<file path="src/rtl/usb_tx_arbiter.sv">
// rtl/usb_tx_arbiter.sv - round-robin, packet-locked arbiter sharing one FTDI TX stream among N_CH sources
// Optional per-packet tagging header beat is built when USB_TX_ARB_HDR_EN is defined.

module usb_tx_arbiter #(
   parameter int N_CH      = 4,
   parameter int DW        = 64,
   parameter int MAX_BEATS = 256
) (
   input  logic                     clk,
   input  logic                     rst,
   input  logic [N_CH-1:0]          in_valid,
   output logic [N_CH-1:0]          in_ready,
   input  logic [N_CH*DW-1:0]       in_data,
   input  logic [N_CH-1:0]          in_last,
   output logic                     out_valid,
   input  logic                     out_ready,
   output logic [DW-1:0]            out_data,
   output logic                     out_last,
   output logic [$clog2(N_CH)-1:0]  grant_id,
   output logic                     busy
);
   localparam int GW = $clog2(N_CH);
   localparam int BW = $clog2(MAX_BEATS + 1);
   localparam logic [GW-1:0] LAST_CH  = GW'(N_CH - 1);
   localparam logic [BW-1:0] BEAT_LIM = BW'(MAX_BEATS - 1);

`ifdef USB_TX_ARB_HDR_EN
   typedef enum logic [1:0] {S_IDLE, S_HDR, S_DATA} state_t;
   localparam state_t S_GRANTED = S_HDR;
`else
   typedef enum logic {S_IDLE, S_DATA} state_t;
   localparam state_t S_GRANTED = S_DATA;
`endif

   state_t          state, state_nxt;
   logic [BW-1:0]   beat_cnt;
   logic            advance, any_valid, found, arb_fire;
   logic [GW-1:0]   rr_ptr, winner;
   logic [DW-1:0]   sel_data;
   logic            sel_valid, sel_last, beat_fire, pkt_end;

   assign advance   = ~out_valid | out_ready;
   assign any_valid = |in_valid;
   assign rr_ptr    = (grant_id == LAST_CH) ? '0 : grant_id + 1'b1;
   assign arb_fire  = (state == S_IDLE) & any_valid & advance;
   assign beat_fire = (state == S_DATA) & sel_valid & advance;
   assign pkt_end   = sel_last | (beat_cnt == BEAT_LIM);

   // First requester at or after the rotating pointer wins.
   always_comb begin
      int idx;
      winner = rr_ptr;
      found  = 1'b0;
      idx    = 0;
      for (int i = 0; i < N_CH; i++) begin
         idx = int'(rr_ptr) + i;
         if (idx >= N_CH) idx = idx - N_CH;
         if (!found && in_valid[idx]) begin
            winner = GW'(idx);
            found  = 1'b1;
         end
      end
   end

   always_comb begin
      sel_data  = '0;
      sel_valid = 1'b0;
      sel_last  = 1'b0;
      for (int c = 0; c < N_CH; c++) begin
         if (GW'(c) == grant_id) begin
            sel_data  = in_data[c*DW +: DW];
            sel_valid = in_valid[c];
            sel_last  = in_last[c];
         end
      end
   end

   always_ff @(posedge clk) begin
      if (rst) state <= S_IDLE;
      else     state <= state_nxt;
   end

   always_comb begin
      state_nxt = state;
      case (state)
         S_IDLE:  if (arb_fire) state_nxt = S_GRANTED;
`ifdef USB_TX_ARB_HDR_EN
         S_HDR:   if (advance) state_nxt = S_DATA;
`endif
         S_DATA:  if (beat_fire && pkt_end) state_nxt = S_IDLE;
         default: state_nxt = S_IDLE;
      endcase
   end

`ifdef USB_TX_ARB_HDR_EN
   logic [7:0]    seq_cnt [N_CH];
   logic          hdr_load;
   logic [DW-1:0] hdr_beat;
`endif

   always_comb begin
      in_ready = '0;
      if (state == S_DATA) in_ready[grant_id] = advance;
      busy = (state != S_IDLE);
`ifdef USB_TX_ARB_HDR_EN
      hdr_load = (state == S_HDR) & advance;
      hdr_beat = '0;
      hdr_beat[DW-1 -: 8] = 8'hA5;
      hdr_beat[15:8]      = 8'(grant_id);
      hdr_beat[7:0]       = seq_cnt[grant_id];
`endif
   end

   // Single output register: a loaded beat stays put until the controller takes it.
   always_ff @(posedge clk) begin
      if (rst) begin
         out_valid <= 1'b0;
         out_data  <= '0;
         out_last  <= 1'b0;
         grant_id  <= LAST_CH;
         beat_cnt  <= '0;
      end else begin
         if (arb_fire) grant_id <= winner;
         if (advance) begin
            out_valid <= 1'b0;
`ifdef USB_TX_ARB_HDR_EN
            if (hdr_load) begin
               out_valid <= 1'b1;
               out_data  <= hdr_beat;
               out_last  <= 1'b0;
            end
`endif
            if (beat_fire) begin
               out_valid <= 1'b1;
               out_data  <= sel_data;
               out_last  <= pkt_end;
            end
         end
         if (beat_fire) beat_cnt <= pkt_end ? '0 : beat_cnt + 1'b1;
      end
   end

`ifdef USB_TX_ARB_HDR_EN
   always_ff @(posedge clk) begin
      if (rst) begin
         for (int c = 0; c < N_CH; c++) seq_cnt[c] <= 8'h00;
      end else if (beat_fire && pkt_end) begin
         seq_cnt[grant_id] <= seq_cnt[grant_id] + 8'h01;
      end
   end
`endif

endmodule

</file>
<file path="config.mk">
export PLATFORM = sky130hd
export DESIGN_NAME = usb_tx_arbiter
export DESIGN_NICKNAME = d
export VERILOG_FILES = /design/src/rtl/usb_tx_arbiter.sv
export SDC_FILE = /design/constraint.sdc
export NUM_CORES = 1
export LEC_CHECK = 0
export CAP_MARGIN = 10
export CORE_AREA = 2 2 132 134
export CTS_CLUSTER_DIAMETER = 100
export DETAILED_ROUTE_END_ITERATION = 16
export DIE_AREA = 0 0 134 136
export PLACE_DENSITY = 0.71
export SLEW_MARGIN = 0
export SYNTH_ARGS = -nofsm -noshare
export SYNTH_HDL_FRONTEND = slang
export SYNTH_SLANG_ARGS = --single-unit
</file>
<file path="constraint.sdc">
create_clock -name clk -period 3.3 [get_ports clk]
set_input_delay 0.66 -clock clk [delete_from_list [all_inputs] [get_ports clk]]
set_output_delay 0.66 -clock clk [all_outputs]
set_load 0.02 [all_outputs]
</file>
# Word level (Yosys, flattened, before mapping)
# Cells that the tools add are included.
[word_totals] ram_bits=0 memories=0 regBits=78 mem_bits_ro=0 input_bits=267 latch_bits=0
[op_classes] bitwise=9 order_cmp=10 n_shift=0 addsub=9 mux=44 reduce_logical=11 n_mul=0 div=0 n_eq_ne=5
[ops] cell="$mux W64" n=4
[ops] cell="$lt A32 B4 Y1 const B" n=4
[ops] cell="$mux W32" n=4
[ops] cell="$mux W1" n=23
[ops] cell="$sub A3 B3 Y4 const B" n=3
[ops] cell="$mux W2" n=5
[ops] cell="$add A9 B1 Y9 const B" n=1
[ops] cell="$eq A9 B8 Y1 const B" n=1
[ops] cell="$ge A3 B3 Y1 const B" n=3
[ops] cell="$mux W9" n=1
[ops] cell="$bmux W1 S2" n=4
[ops] cell="$add A2 B2 Y3 const B" n=2
[ops] cell="$logic_and A1 B1 Y1" n=5
[ops] cell="$and A1 B1 Y1" n=4
[ops] cell="$and A4 B4 Y4" n=1
[ops] cell="$eq A2 B2 Y1 const A" n=2
[ops] cell="$mux W4" n=1
[ops] cell="$reduce_or A4 Y1" n=1
[ops] cell="$sub A2 B3 Y4 const B" n=1
[ops] cell="$add A2 B1 Y3 const B" n=1
[ops] cell="$ge A2 B3 Y1 const B" n=1
[ops] cell="$logic_not A1 Y1" n=3
[ops] cell="$lt A2 B3 Y1 const B" n=1
[ops] cell="$add A2 B1 Y2 const B" n=1
[ops] cell="9 further kinds" n=11

# Longest topological paths before layout
# Gate-level depths: netlist (run 1).
[logic_depth] word_depth=17 mapped_depth=9 depth_no_buf=9

# Worst setup path before layout (run 1)
# No wires, ideal clock.
[synth_timing] path_type="register to output" startpoint="register grant_id[0]" endpoint="output port in_ready[3]" t_required_ps=2640 stages_incl_launch_ff=6 slack_ps=874 n_path_buf=3 arrival_time_ps=1766 path_cell_list="dfxtp_1 > ha_1 > buf_2 > clkbuf_1 > clkbuf_1 > and3_1"
[synth_via] elab_chain_len=6
[synth_rtl] item="start: declaration" line="19" source="output logic [$clog2(N_CH)-1:0] grant_id,"
[synth_rtl] item="start signal: assignment" line="123" source="if (arb_fire) grant_id <= winner;"
[synth_rtl] item="$lt A2 B3 Y1 (not written as such) / $ge A2 B1 Y1 (equally long branches)" line="103" source="if (state == S_DATA) in_ready[grant_id] = advance;"
[synth_rtl] item="$logic_and A1 B1 Y1 (not written as such)" line="103"
[synth_rtl] item="$mux W1 (not written as such)" line="103"
[synth_rtl] item="$demux W1 S2 *" line="103"
[synth_rtl] item="$and A4 B4 Y4 (no line) *"
[synth_rtl] item="$mux W4 *" line="103"
[synth_rtl] item="end: declaration" line="12" source="output logic [N_CH-1:0] in_ready,"
# Every way passes the cells marked *; elsewhere a longest branch is shown, timed or not.

# Worst setup path in the final report (run 1)
[layout_timing] startpoint="input port out_ready" endpoint="output port in_ready[2]"
[layout_via] elab_chain_len=3
[layout_rtl] item="start: declaration" line="16" source="input logic out_ready,"
[layout_rtl] item="$or A1 B1 Y1" line="42" source="assign advance = ~out_valid | out_ready;"
[layout_rtl] item="$and A4 B4 Y4 (no line)"
[layout_rtl] item="$mux W4" line="103"
# Every way passes these cells.

==> results of run 1 <==
[how the worst max path moves through the flow]
stage                      from          end  slack, ps
floorplan           grant_id[0]  in_ready[3]        870
global placement      out_ready  in_ready[0]        490
global route          out_ready  in_ready[2]        420
detailed placement    out_ready  in_ready[2]        500
CTS                   out_ready  in_ready[2]        490
finish                out_ready  in_ready[2]        490
[logic make-up after synthesis]
family	synth area share [%]
adders and majority gates	1.44
buffers and inverters	12.8
and+or+nand+nor	12.4
AOI/OAI and AO/OA	43.5
DFF	29.9
[layer usage]
layer,wire length (µm),share of wire (%),up-vias,global-route usage [%]
li1,-,-,3071,-
met1,8470,40,2912,26.7
met2,10600,50,264,38.4
met3,1630,7.7,29,5.52
met4,422,2.0,0,6.62
met5,0,0,-,0
[metrics by stage]
| step | power [mW] | hold slack [ps] | std cells |
|---|---|---|---|
| 2_1_floorplan | 3.35 | 462 | 645 |
| 3_3_place_gp | 4.64 | 478 | 1149 |
| 3_5_place_dp | 4.64 | 487 | 1149 |
| 4_1_cts | 5.74 | 495 | 1165 |
| 5_1_grt | 6.06 | 526 | 1165 |
| 6_report | 5.69 | 491 | 1165 |
[registers in the layout, summed over array words and instances (netlist names)]
signal and flops:
out_last 1, out_valid 1, out_data 64, grant_id 2, busy 1, beat_cnt 9
[layout by cell type (no fill, tap or decap), drive strengths merged, types with 3 or more instances in the layout]
| cell type | netlist | final |
|---|---|---|
| nor2b | 7 | 7 |
| nand2 | 72 | 72 |
| o211ai | 10 | 10 |
| nand3b | 4 | 4 |
| clkdlybuf4s50 | 0 | 338 |
| a21oi | 70 | 70 |
| clkbuf | 40 | 12 |
| o21ai | 5 | 5 |
| or3 | 3 | 3 |
| dfxtp | 78 | 78 |
| and3 | 7 | 7 |
| buf | 36 | 17 |
| nand4b | 5 | 5 |
| inv | 71 | 71 |
| a221oi | 63 | 63 |
| nor3b | 4 | 4 |
| a211o | 67 | 67 |
| nor2 | 5 | 5 |
| ha | 6 | 6 |
| a311oi | 63 | 63 |
| a211oi | 4 | 4 |
[where the power goes]
part	switching [mW]	total [mW]	internal, mW
Combinational	1.82	3.29	1.47
Clock	0.393	1.07	0.682
Sequential	0.144	1.33	1.18
Total	2.36	5.69	3.33
[critical path, stage by stage]
cell,delay [ps]
clkdlybuf4s50_1,450
nand2b_1,230
and3_1,210
clkdlybuf4s50_1,600
[final cells by class]
cell class / instances / area [µm²]
fill: 1632 / 7870
clock inverter: 4 / 70.1
tap: 225 / 282
inverter: 71 / 267
timing repair buffer: 355 / 3550
clock buffer: 12 / 246
multi-input combinational: 420 / 3040
sequential: 78 / 1560
==> impl_metrics.yaml, run 1 <==
cts:
  cts_max_level: 3
  cts_setup_buffers: 0
  numCtsBuffers: 9
  root_buffer: "clkbuf_16"
  postCtsHoldBufs: 0
  clock-sinks: 78
  cts_tree: "done"
  clock_latency_ps: 330
  clk_path_buf_depth: 2
  cts_resized: 0
  clkTransAtPathRegs_ps: 60
hold_path:
  holdPathEnd: "beat_cnt[8]"
  min-delay-start: "beat_cnt[8]"
  hold_path.class: "reg2reg"
  whs_path_depth: 2
floorplanning:
  dieArea_um2: 18200
  rows: 48
  start_util_pct: 30.9
  core_um2: 16900
  die_w_um: 134
  io-pin-count: 340
  die_y_um: 136
placement:
  dpl.hpwl_um: 15300
  port_buffers: 339
  place_ws_ps: 500
  gp_congestion: 0.798
  placed_cell_area_um2: 8690
critical_path:
  path_class: "in2out"
  crit_fanout: 5
  startpoint_type: "primary input"
  r2r-start: "grant_id[1]"
  arrival_ps: 2150
  reg2reg_slack_ps: 820
  worst_setup_path_end_kind: "primary output"
  reg2reg_depth: 8
  rr_endpoint: "out_data[23]"
  crit_required_ps: 2640
timing:
  hold_viol_final: 0
  setup_ws_ps: 487
  rsz0062_at_grt: "no"
  skew_ps: 7.71
  worstMarginPinSlew_ps: 892
  slew_violations: 0
  finalSetupViolCount: 0
  slew_headroom_pct: 40.6
  timing.setup.tns_ps: 0
  finalCritPeriodShare_pct: 85.2
  fin_crit_ps: 2810
  max_freq_mhz: 356
logic_synthesis:
  synthTopCellsByCount: "dfxtp_1, nand2_1, inv_1"
  seq_area_frac_synth_pct: 29.9
  avgSynthCellArea_um2: 8.10
  yosysMostFrequentCell: "dfxtp_1"
  synth_area_um2: 5220
  synth_edf_count: 0
  netlist.area_leader.share_pct: 29.9
  synth_area_leaders: "dfxtp_1, a211o_1, a221oi_1"
  synthCells: 645
  synthFlopType: "dfxtp_1"
  synthArstFlopShare_pct: 0
  synth_area_leader_cell: "dfxtp_1"
  ys_ff_latch: 78
  synth_cell_types: 47
  syn_nets: 918
  synth-warning-count: 0
global_routing:
  globalRouteOverflowTotal: 0
  grt_pass1_vias: 5853
  grt_max_degree: 87
  track_usage_pct: 22.0
  antenna_found_initial: 0
  grt_pass1_wl_um: 31900
status:
  status: "finished, final reports clean"
pwr:
  p_leak_nw: 3.32
  ir_drop_mv: 0.319
  power_density_nw_per_um2: 632
finish:
  drive_gt1_share_pct: 5.11
  final_area_um2: 9010
  fin_nets: 1208
  antenna_cells: 0
  area_growth_syn_to_layout_pct: 72.5
  utilization_pct: 53.4
detailed_routing:
  first_pass_iters: 5
  post_drt_wl_per_cell_um: 18.1
  dr.first_iter.drc_count: 371
  num_vias: 6276
  drc_errors: 0
  via_per_inst: 5.39
  wl_um: 21100
  ant_nets: 0
flow_run:
  max_cap_violations: 0
Power figures use the tool's default switching activity.
==> run 2, diff against run 1 <==
MAX_ROUTING_LAYER = met4   (was not set)
==> run 2 against run 1 <==
Worst setup slack worse by 0.77 ps; combinational power hardly changed; largest cell class unchanged; die area stayed put; sequential share of layout area stayed put; non-clock buffer count stayed put; global-route usage is 0.64 points higher; routed wire length is 0.50% lower; sequential power hardly changed; maximum frequency hardly changed.
==> impl_metrics.yaml, run 2 (synthesis gave the netlist of run 1 again) <==
status:
  status: "finished, final reports clean"
timing:
  slew_headroom_pct: 40.8
  fin_crit_ps: 2810
  worstMarginPinSlew_ps: 889
  timing.setup.tns_ps: 0
  finalCritPeriodShare_pct: 85.3
  hold_viol_final: 0
  rsz0062_at_grt: "no"
  skew_ps: 8.01
  slew_violations: 0
  finalSetupViolCount: 0
  max_freq_mhz: 355
finish:
  regMostFlops: "out_data"
  final_common_cell: "clkdlybuf4s50_1"
  largest_reg_flops: 64
  antenna_cells: 0
  fin_nets: 1208
  drive_gt1_share_pct: 5.11
  most-common-layout-cells: "clkdlybuf4s50_1, dfxtp_1, nand2_1"
  top_regs: "out_data x64, beat_cnt x9, grant_id x2"
  finalNonFillerCells: 1165
  area_growth_syn_to_layout_pct: 72.5
critical_path:
  startpoint_type: "primary input"
  path_cells: "clkdlybuf4s50_1 > nand2b_1 > and3_1 > clkdlybuf4s50_1"
  cpMaxStageDelayCell: "clkdlybuf4s50_1"
  path_delay_family: "buffers and inverters"
  worst_path_largest_cell_delay_ps: 600
  cp.buffers_inverters: 2
  crit_top_cell: "clkdlybuf4s50_1"
  path_class: "in2out"
  reg2reg_slack_ps: 820
  arrival_ps: 2150
  worst_setup_path_end_kind: "primary output"
  crit_required_ps: 2640
  crit_fanout: 5
  reg2reg_depth: 8
  worstSetupPathDepth: 4
cts:
  cts_tree: "done"
  clk_path_buf_depth: 2
  root_buffer: "clkbuf_16"
  numCtsBuffers: 9
  postCtsHoldBufs: 0
  cts_max_level: 3
  clock-sinks: 78
  cts_resized: 0
  cts_setup_buffers: 0
  clock_latency_ps: 330
  clkTransAtPathRegs_ps: 60
floorplanning:
  rows: 48
  die_w_um: 134
  io-pin-count: 340
  core_um2: 16900
  die_y_um: 136
  start_util_pct: 30.9
  dieArea_um2: 18200
global_routing:
  grt_max_degree: 87
  grt_pass1_vias: 5871
  track_usage_pct: 22.6
  grt_pass1_wl_um: 31900
  globalRouteOverflowTotal: 0
  antenna_found_initial: 0
flow_run:
  max_cap_violations: 0
detailed_routing:
  num_vias: 6276
  wl_um: 21000
  dr.first_iter.drc_count: 383
  first_pass_iters: 4
  post_drt_wl_per_cell_um: 18.0
  ant_nets: 0
  drc_errors: 0
  via_per_inst: 5.39
pwr:
  power_density_nw_per_um2: 631
  ir_drop_mv: 0.318
  p_leak_nw: 3.32
placement:
  dpl.hpwl_um: 15300
  gp_congestion: 0.810
  dp_cells: 1149
  port_buffers: 339
hold_path:
  whs_path_depth: 2
  hold_path.class: "reg2reg"
## run 2: cell counts in the layout (fill, tap and decap cells not counted)
No cell type changed its count.
## run 2: worst reg2reg max path, delay by kind of cell, from the launching register on
| family | cells | cell delay (ps) |
|---|---|---|
| buffers and inverters | 3 | 720 |
| AOI/OAI and AO/OA | 2 | 550 |
| DFF | 1 | 460 |
| and+or+nand+nor | 2 | 360 |
| adders and majority gates | 1 | 250 |
## run 2: where the power goes
group / leakage (nW) / switching (mW) / internal [mW]
clock network: 0.157 / 0.391 / 0.681
registers: 0.639 / 0.145 / 1.18
logic: 2.52 / 1.82 / 1.47
## run 2: stage by stage
step | hold slack [ps] | utilization, % | total power, mW | instance area (µm²) | worst slack (ps)
after floorplan | 462 | - | 3.35 | 5220 | 874
after global placement | 478 | 51.5 | 4.64 | 8690 | 489
after detailed placement | 487 | 51.5 | 4.64 | 8690 | 500
after CTS | 495 | 53.4 | 5.74 | 9010 | 488
after global routing | 526 | 53.4 | 6.06 | 9010 | 416
final | 491 | 53.4 | 5.68 | 9010 | 486
## run 2: per-layer routing
layer | wire length, µm | share of wire (%) | global-route usage (%)
met2 | 10600 | 50 | 38.3
met1 | 8720 | 41 | 27.1
met5 | 0 | 0 | -
met4 | 439 | 2.1 | 6.62
met3 | 1320 | 6.3 | 4.85
## run 2: cell type report
type,instances,area (µm²)
Fill cell,1632,7870
Timing Repair Buffer,355,3550
Multi-Input combinational cell,420,3040
Sequential cell,78,1560
Tap cell,225,282
Inverter,71,267
Clock buffer,12,246
Clock inverter,4,70.1
## run 2: worst paths after layout
path                   to   startpoint
max           in_ready[2]    out_ready
min           beat_cnt[8]  beat_cnt[8]
max reg2reg  out_data[23]  grant_id[1]
min reg2reg   beat_cnt[8]  beat_cnt[8]
==> run 3, diff against run 2 <==
CORE_AREA = 2 2 133 135   (was 2 2 132 134)
DIE_AREA = 0 0 135 137   (was 0 0 134 136)
PLACE_DENSITY = 0.7   (was 0.71)
clock period = 2.9 ns   (was 3.3 ns; I/O delays follow)
==> run 3 against run 2 <==
Worst hold slack is essentially flat; utilization shrank 0.36 points; largest power group unchanged; clock power grew 8%; register-to-register slack lost 300 ps; highest routed layer unchanged; count of clock-buffer cells in the layout is the same.
==> impl_metrics.yaml, run 3 (synthesis gave the netlist of run 1 again) <==
status:
  status: "finished, final reports clean"
floorplanning:
  start_util_pct: 30.6
  rows: 48
  core_um2: 17100
  die_y_um: 137
  dieArea_um2: 18500
  die_w_um: 135
  io-pin-count: 340
pwr:
  p_leak_nw: 3.33
  p_clk_share_pct: 18.0
  internal-power_mw: 3.76
  pwr-share-seq_pct: 23.4
  power_density_nw_per_um2: 713
  p_switching_mw: 2.70
  pwr-share-comb_pct: 58.6
  ir_drop_mv: 0.390
  p_sw_share_pct: 41.8
placement:
  gp_congestion: 0.790
  dpl.hpwl_um: 15300
  place_ws_ps: 258
  port_buffers: 339
finish:
  drive_gt1_share_pct: 5.21
  antenna_cells: 0
  area_growth_syn_to_layout_pct: 73.2
  most-common-layout-cells: "clkdlybuf4s50_1, dfxtp_1, nand2_1"
  final_common_cell: "clkdlybuf4s50_1"
  regMostFlops: "out_data"
  largest_reg_flops: 64
  top_regs: "out_data x64, beat_cnt x9, grant_id x2"
  fin_nets: 1208
detailed_routing:
  ant_nets: 0
  met3_length_um: 1420
  first_pass_iters: 4
  m1WireLength_um: 8680
  drc_errors: 0
  dr.first_iter.drc_count: 275
  met2_length_um: 10400
  post_drt_wl_per_cell_um: 18.0
  dr.max_layer_used: "met4"
  wl_um: 21000
  num_vias: 6221
  via_per_inst: 5.34
global_routing:
  antenna_found_initial: 0
  track_usage_pct: 22.4
  grt_pass1_vias: 6037
  grt_max_degree: 66
  globalRouteOverflowTotal: 0
  grt_pass1_wl_um: 31800
timing:
  hold_viol_final: 0
  worstMarginPinSlew_ps: 679
  fin_crit_ps: 2650
  finalSetupViolCount: 0
  timing.setup.tns_ps: 0
  slew_violations: 0
  slew_headroom_pct: 54.7
  skew_ps: 7.12
  max_freq_mhz: 378
  setup_ws_ps: 252
  finalCritPeriodShare_pct: 91.3
  rsz0062_at_grt: "no"
cts:
  clock_latency_ps: 340
  cts_tree: "done"
  cts_resized: 0
  cts_max_level: 3
  root_buffer: "clkbuf_16"
  numCtsBuffers: 9
  clk_path_buf_depth: 2
  cts_setup_buffers: 0
  postCtsHoldBufs: 0
  clkTransAtPathRegs_ps: 60
  clock-sinks: 78
critical_path:
  r2r-start: "grant_id[0]"
  worst_setup_path_end_kind: "primary output"
  arrival_ps: 2070
  reg2reg_depth: 6
  crit_required_ps: 2320
  path_class: "reg2out"
  crit_start: "grant_id[0]"
  crit_fanout: 7
  startpoint_type: "register"
flow_run:
  max_cap_violations: 0
hold_path:
  min-delay-start: "beat_cnt[8]"
  whs_path_depth: 2
  hold_path.class: "reg2reg"
## run 3: worst max-delay path: stages (launching register included)
cell,delay (ps)
dfxtp_1,400
inv_1,160
ha_1,330
and3_1,230
clkdlybuf4s50_1,610
## run 3: per-stage QoR
step | total power, mW | utilization [%] | hold slack [ps] | area (µm²) | cells
after floorplan | 3.82 | - | 462 | 5220 | 645
after global placement | 5.30 | 51.3 | 479 | 8740 | 1149
after detailed placement | 5.34 | 51.3 | 486 | 8740 | 1149
after CTS | 6.53 | 53.0 | 495 | 9040 | 1165
after global routing | 6.88 | 53.0 | 531 | 9040 | 1165
final | 6.45 | 53.0 | 491 | 9040 | 1165
## run 3: worst paths after layout
path                                     to  slack, ps
worst max-delay path            in_ready[0]        250
worst min-delay path            beat_cnt[8]        490
worst max register to register  beat_cnt[0]        520
worst min register to register  beat_cnt[8]        490
## run 3: power groups by stage
stage	registers (mW)	clock network, mW	logic [mW]
after detailed placement	1.53	0	3.81
final	1.51	1.16	3.78
after global placement	1.52	0	3.78
after CTS	1.51	1.19	3.82
after floorplan	1.84	0	1.98
after global routing	1.54	1.24	4.10
## run 3: area by class of cell
type | count | area (µm²)
clock buffer | 12 | 256
fill | 1624 | 8010
timing repair buffer | 355 | 3600
tap | 225 | 282
sequential | 78 | 1560
multi-input combinational | 420 | 3040
clock inverter | 4 | 45.0
inverter | 71 | 267
## run 3: routing by layer
layer / vias to the layer above / GRT usage, %
li1: 3074 / -
met1: 2870 / 26.2
met2: 241 / 38.2
met3: 36 / 4.85
met4: 0 / 7.87
met5: - / -
